[src/rtl/jk_pkg.sv]
// Shared types and JK operation encodings for the JK bank driver.
package jk_pkg;

    typedef enum logic [1:0] {
        IDLE  = 2'd0,
        DRIVE = 2'd1,
        CHECK = 2'd2
    } state_t;

    // {j,k} ordering matches the jk_ff instances in the driven bank.
    localparam logic [1:0] JK_HOLD = 2'b00;
    localparam logic [1:0] JK_RST  = 2'b01;
    localparam logic [1:0] JK_SET  = 2'b10;
    localparam logic [1:0] JK_TGL  = 2'b11;

    // Per-bit excitation: unchanged bits always hold, changing bits set/reset or toggle.
    function automatic logic [1:0] jk_op(input logic q, input logic t, input logic use_toggle);
        logic [1:0] op;
        if (q == t) begin
            op = JK_HOLD;
        end else if (use_toggle) begin
            op = JK_TGL;
        end else if (t) begin
            op = JK_SET;
        end else begin
            op = JK_RST;
        end
        return op;
    endfunction

endpackage

[src/rtl/jk_excite.sv]
// Combinational excitation: maps observed Q and target T to per-bit J/K.
module jk_excite
    import jk_pkg::*;
#(
    parameter int WIDTH      = 8,
    parameter bit USE_TOGGLE = 1'b0
) (
    input  logic [WIDTH-1:0] q,
    input  logic [WIDTH-1:0] t,
    output logic [WIDTH-1:0] j,
    output logic [WIDTH-1:0] k
);

    for (genvar i = 0; i < WIDTH; i++) begin : g_bit
        assign {j[i], k[i]} = jk_op(q[i], t[i], USE_TOGGLE);
    end

endmodule

[src/rtl/jk_bank_driver.sv]
// Loads an external bank of JK flops to a requested word, verifies and retries.
//
// state | meaning
// IDLE  | j=k=0, ready for a target; accept loads first excitation
// DRIVE | j/k presented for one cycle; bank updates on the exiting edge
// CHECK | compare q_fb to target: done, re-drive, or error
module jk_bank_driver
    import jk_pkg::*;
#(
    parameter int WIDTH      = 8,
    parameter int MAX_RETRY  = 3,
    parameter bit USE_TOGGLE = 1'b0,
    localparam int RW = (MAX_RETRY > 0) ? $clog2(MAX_RETRY + 1) : 1
) (
    input  logic             clk,
    input  logic             rst,
    input  logic             tgt_valid,
    input  logic [WIDTH-1:0] tgt_data,
    output logic             tgt_ready,
    output logic [WIDTH-1:0] j,
    output logic [WIDTH-1:0] k,
    input  logic [WIDTH-1:0] q_fb,
    output logic             done,
    output logic             err,
    output logic [WIDTH-1:0] err_mask,
    output logic [RW-1:0]    retry_cnt
);

    localparam logic [RW-1:0] MAX_R = RW'(MAX_RETRY);

    state_t           state_q, state_d;
    logic [WIDTH-1:0] tgt_q, tgt_d;
    logic [WIDTH-1:0] j_q, j_d, k_q, k_d;
    logic             done_q, done_d, err_q, err_d;
    logic [WIDTH-1:0] err_mask_q, err_mask_d;
    logic [RW-1:0]    retry_q, retry_d;

    logic [WIDTH-1:0] ex_t, ex_j, ex_k;

    // In IDLE the excitation targets the incoming word, otherwise the captured one.
    assign ex_t = (state_q == IDLE) ? tgt_data : tgt_q;

    jk_excite #(
        .WIDTH      (WIDTH),
        .USE_TOGGLE (USE_TOGGLE)
    ) u_excite (
        .q (q_fb),
        .t (ex_t),
        .j (ex_j),
        .k (ex_k)
    );

    // Next-state and next-output logic; j/k default to hold so the bank only moves in DRIVE.
    always_comb begin
        state_d    = state_q;
        tgt_d      = tgt_q;
        j_d        = '0;
        k_d        = '0;
        done_d     = 1'b0;
        err_d      = 1'b0;
        err_mask_d = err_mask_q;
        retry_d    = retry_q;
        case (state_q)
            IDLE: begin
                if (tgt_valid) begin
                    tgt_d      = tgt_data;
                    retry_d    = '0;
                    err_mask_d = '0;
                    j_d        = ex_j;
                    k_d        = ex_k;
                    state_d    = DRIVE;
                end
            end
            DRIVE: begin
                state_d = CHECK;
            end
            CHECK: begin
                if (q_fb == tgt_q) begin
                    done_d  = 1'b1;
                    state_d = IDLE;
                end else if (retry_q < MAX_R) begin
                    retry_d = retry_q + 1'b1;
                    j_d     = ex_j;
                    k_d     = ex_k;
                    state_d = DRIVE;
                end else begin
                    err_d      = 1'b1;
                    err_mask_d = q_fb ^ tgt_q;
                    state_d    = IDLE;
                end
            end
            default: begin
                state_d = IDLE;
            end
        endcase
    end

    // State and registered outputs; reset drops j/k at once so the bank holds.
    always_ff @(posedge clk or negedge rst) begin
        if (!rst) begin
            state_q    <= IDLE;
            tgt_q      <= '0;
            j_q        <= '0;
            k_q        <= '0;
            done_q     <= 1'b0;
            err_q      <= 1'b0;
            err_mask_q <= '0;
            retry_q    <= '0;
        end else begin
            state_q    <= state_d;
            tgt_q      <= tgt_d;
            j_q        <= j_d;
            k_q        <= k_d;
            done_q     <= done_d;
            err_q      <= err_d;
            err_mask_q <= err_mask_d;
            retry_q    <= retry_d;
        end
    end

    assign tgt_ready = (state_q == IDLE);
    assign j         = j_q;
    assign k         = k_q;
    assign done      = done_q;
    assign err       = err_q;
    assign err_mask  = err_mask_q;
    assign retry_cnt = retry_q;

endmodule

[config.mk]
export PLATFORM = sky130hd
export DESIGN_NAME = jk_bank_driver
export DESIGN_NICKNAME = d
export VERILOG_FILES = /design/src/rtl/jk_pkg.sv /design/src/rtl/jk_excite.sv /design/src/rtl/jk_bank_driver.sv
export SDC_FILE = /design/constraint.sdc
export NUM_CORES = 1
export LEC_CHECK = 0
export CAP_MARGIN = 10
export CELL_PAD_IN_SITES_DETAIL_PLACEMENT = 1
export CELL_PAD_IN_SITES_GLOBAL_PLACEMENT = 2
export CORE_MARGIN = 2
export CORE_UTILIZATION = 30
export DETAILED_ROUTE_END_ITERATION = 16
export MAX_ROUTING_LAYER = met4
export PLACE_DENSITY_LB_ADDON = 0.2
export SYNTH_ARGS = -nofsm -noshare
export SYNTH_HDL_FRONTEND = slang
export SYNTH_SLANG_ARGS = --single-unit
export TNS_END_PERCENT = 30
[constraint.sdc]
create_clock -name clk -period 1.7 [get_ports clk]
set_input_delay 0.255 -clock clk [delete_from_list [all_inputs] [get_ports clk]]
set_output_delay 0.255 -clock clk [all_outputs]
set_load 0.01 [all_outputs]
==> results.ini <==
[cells_and_area]
areaGrowthSynthToFinish_pct = 49.0
final-seq-area_um2 = 951
drive_gt1_frac = 0.279
utilization = 0.461
fin_area_um2 = 2520
n_antenna_cell = 0
nNetsFinal = 223
multi_input_area_um2 = 747
fillCellCount = 595

[status]
status = completed

[die]
start_util = 0.310
dieArea_um2 = 6260
die_h_um = 79.1
row_count = 27
core_um2 = 5470
die_w_um = 79.1
ios = 48

[run]
maxCapViolCount = 0

[placed_design]
placed_area_um2 = 2340
gp_congestion = 0.685
preCtsSetupSlack_ns = -0.257
hpwl_um = 3210
portBuffers = 47

[worst_hold_path]
hold_path.class = input pin to asynchronous set/reset pin

[logic_synthesis]
syn_area_um2 = 1690
synth_seq_area_share = 0.561
yosys_warnings = 0
yosys_register_bits = 38
mappedNetlistNets = 155
ys_types = 21
netlist_instances = 135
synth_area_per_cell_um2 = 12.5

[setup_path]
cp_top_family = flip-flops
critPathMaxStageDelay_ns = 0.43
critical_path.cell_chain = xor2_2 > nor4_4 > a21o_1 > buf_6 > mux2i_1
cp.required_ns = 1.90
rrSetupSlack_ns = 0.12
worst-endpoint-arrival_ns = 1.79
r2r_cells = 5
slowest_stage = dfrtp_1
worst-path-stages = 5
crit_end = retry_cnt[0]$_DFFE_PN0P_
critical_path_class = flop to flop
startpoint = tgt_q[3]$_DFFE_PN0P_
r2r_start = tgt_q[3]$_DFFE_PN0P_
path_buf_inv = 1
worst_setup_path_start_kind = flop
crit_fanout = 4
r2r_end = retry_cnt[0]$_DFFE_PN0P_
cp-end-kind = flop

[drt]
post_drt_wl_per_cell_um = 15.4
detail-route-antenna-nets = 0
dr.first_iter.drc_count = 47
wirelength_um = 4260
route.detailed.drc = 0
route.vias.total = 1260
via_per_inst = 4.57
drt_pass1_iterations = 4

[power]
powerDensity_nw_per_um2 = 1490
p_leak_uw = 0.00111
worst_ir_drop_vdd_v = 0.000698

[sta]
setup_viol = 0
hold_ws_ns = 0.0221
fmax_mhz = 631
finalCriticalPeriod_ns = 1.58
layout_setup_ws_ns = 0.116
finalSetupTns_ns = 0
report.final.hold_viol_count = 0
finClkSkew_ns = 0.00520
drv_slew = 0
finalCritPeriodShare = 0.932
rsz0062_at_grt = yes
worstMarginPinSlew_ns = 0.493
max-slew-margin-rel = 0.671

[clock_tree]
cts_buffer_depth = 2
root_buffer = clkbuf_8
clk_latency_ns = 0.28
cts.htree.levels = 2
cts_buffers = 5
cts.sinks = 38
cts_tree = done
cts.clk_slew.worst_paths_ns = 0.07
ctsHoldBuffers = 0

[global_route]
gr-total-overflow = 0
track_usage = 0.156
grt_pass1_wl_um = 7220
antenna_found_initial = 0
first_global_vias = 1421
grt_start_max_net_pins = 39

-- where the power goes --
part	leakage, uW	switching [uW]	internal [uW]
combinational	0.000559	873	909
sequential	0.000503	198	1140
clock	0.0000482	301	327
-- how the worst min path moves through the flow --
stage | startpoint | end | slack [ns] | cells past startpoint
2_1_floorplan | rst | done$_DFF_PN0_ | -0.04 | 0
3_3_place_gp | rst | j[1]$_DFF_PN0_ | 0.33 | 2
3_5_place_dp | rst | err_mask[2]$_DFFE_PN0P_ | 0.34 | 2
4_1_cts | rst | tgt_q[5]$_DFFE_PN0P_ | 0.03 | 2
5_1_grt | rst | j[7]$_DFF_PN0_ | 0.06 | 2
6_report | rst | k[1]$_DFF_PN0_ | 0.02 | 2
-- cells in the mapped netlist --
cell	count	area share
nand2_2	1	0.0037
clkbuf_1	2	0.0044
buf_6	3	0.020
buf_12	1	0.012
xor2_1	8	0.041
and3_1	1	0.0037
a211oi_1	7	0.031
nor4_2	2	0.015
nand2_1	29	0.064
ha_1	1	0.0074
buf_2	1	0.0030
nor2_4	1	0.0066
nor2b_1	2	0.0074
mux2i_1	18	0.11
a21o_1	1	0.0044
nand2b_1	1	0.0037
a211oi_2	1	0.0074
mux2_2	8	0.053
a21oi_2	8	0.041
a21oi_1	1	0.0030
dfrtp_1	38	0.56
-- stage by stage --
stage / power [uW] / instances
after floorplan: 2290 / 135
after global placement: 2950 / 266
after detailed placement: 3030 / 266
after CTS: 3670 / 274
after global routing: 4020 / 276
final: 3750 / 276
-- cell families (layout without fill, tap and decap cells) --
kind of cell	after synthesis	in the layout	synth area share
AO/OA/AOI/OAI	18	18	0.0871
XOR/XNOR	8	8	0.0414
adder cells (fa/ha/maj)	1	1	0.00738
buffers and inverters	7	76	0.0391
flip-flops	38	38	0.561
multiplexers	26	26	0.160
AND/OR/NAND/NOR	37	37	0.104
-- timing repair --
action / CTS / global route
hold endpoints to repair: 0 / 0
resized for setup: 1 / 13
endpoints found under the setup margin: 1 / 6
pin swaps: 0 / 5
setup buffers: 0 / 2
-- sequential cells by signal, indices dropped and copies added (netlist names) --
| register | count |
|---|---|
| err_mask | 8 |
| j | 8 |
| k | 8 |
| tgt_q | 8 |
| retry_cnt | 2 |
| state_q | 2 |
| done | 1 |
| err | 1 |
-- layer usage --
layer,wire [um],share of wire,vias up,GRT usage
met2,2210,0.52,30,0.259
met3,123,0.029,5,0.0284
met5,0,0,-,-
met4,49,0.011,0,0.0569
li1,-,-,591,-
met1,1880,0.44,634,0.192
-- worst register-to-register path: cells and delay by family (launching register included) --
family	cells	cell delay (ns)
AO/OA/AOI/OAI	1	0.24
XOR/XNOR	1	0.19
buffers and inverters	1	0.13
flip-flops	1	0.43
multiplexers	1	0.19
AND/OR/NAND/NOR	1	0.34
-- final cells by class --
type / count / share of cell area
Tap cell: 72 / 0.0357
Sequential cell: 38 / 0.377
Timing Repair Buffer: 68 / 0.256
Clock inverter: 1 / 0.00198
Clock buffer: 7 / 0.0342
Multi-Input combinational cell: 90 / 0.296
-- placed cells by master, fill, tap and decap left out --
cell type	instances
clkdlybuf4s50_1	42
dfrtp_1	38
nand2_1	29
buf_4	19
mux2i_1	18
a21oi_2	8
mux2_2	8
xor2_2	7
a211oi_1	7
clkbuf_8	6
dlymetal6s2s_1	3
nor4_4	2
nor2b_1	2
nor2_4	1
xor2_1	1
nand2b_1	1
a21o_1	1
nand2_2	1
a211oi_2	1
and3_1	1
a21oi_1	1
ha_1	1
clkinv_2	1
clkbuf_1	1
buf_2	1
dlygate4sd2_1	1
buf_6	1
buf_12	1
Note: power is estimated with default switching activity, not from simulation.
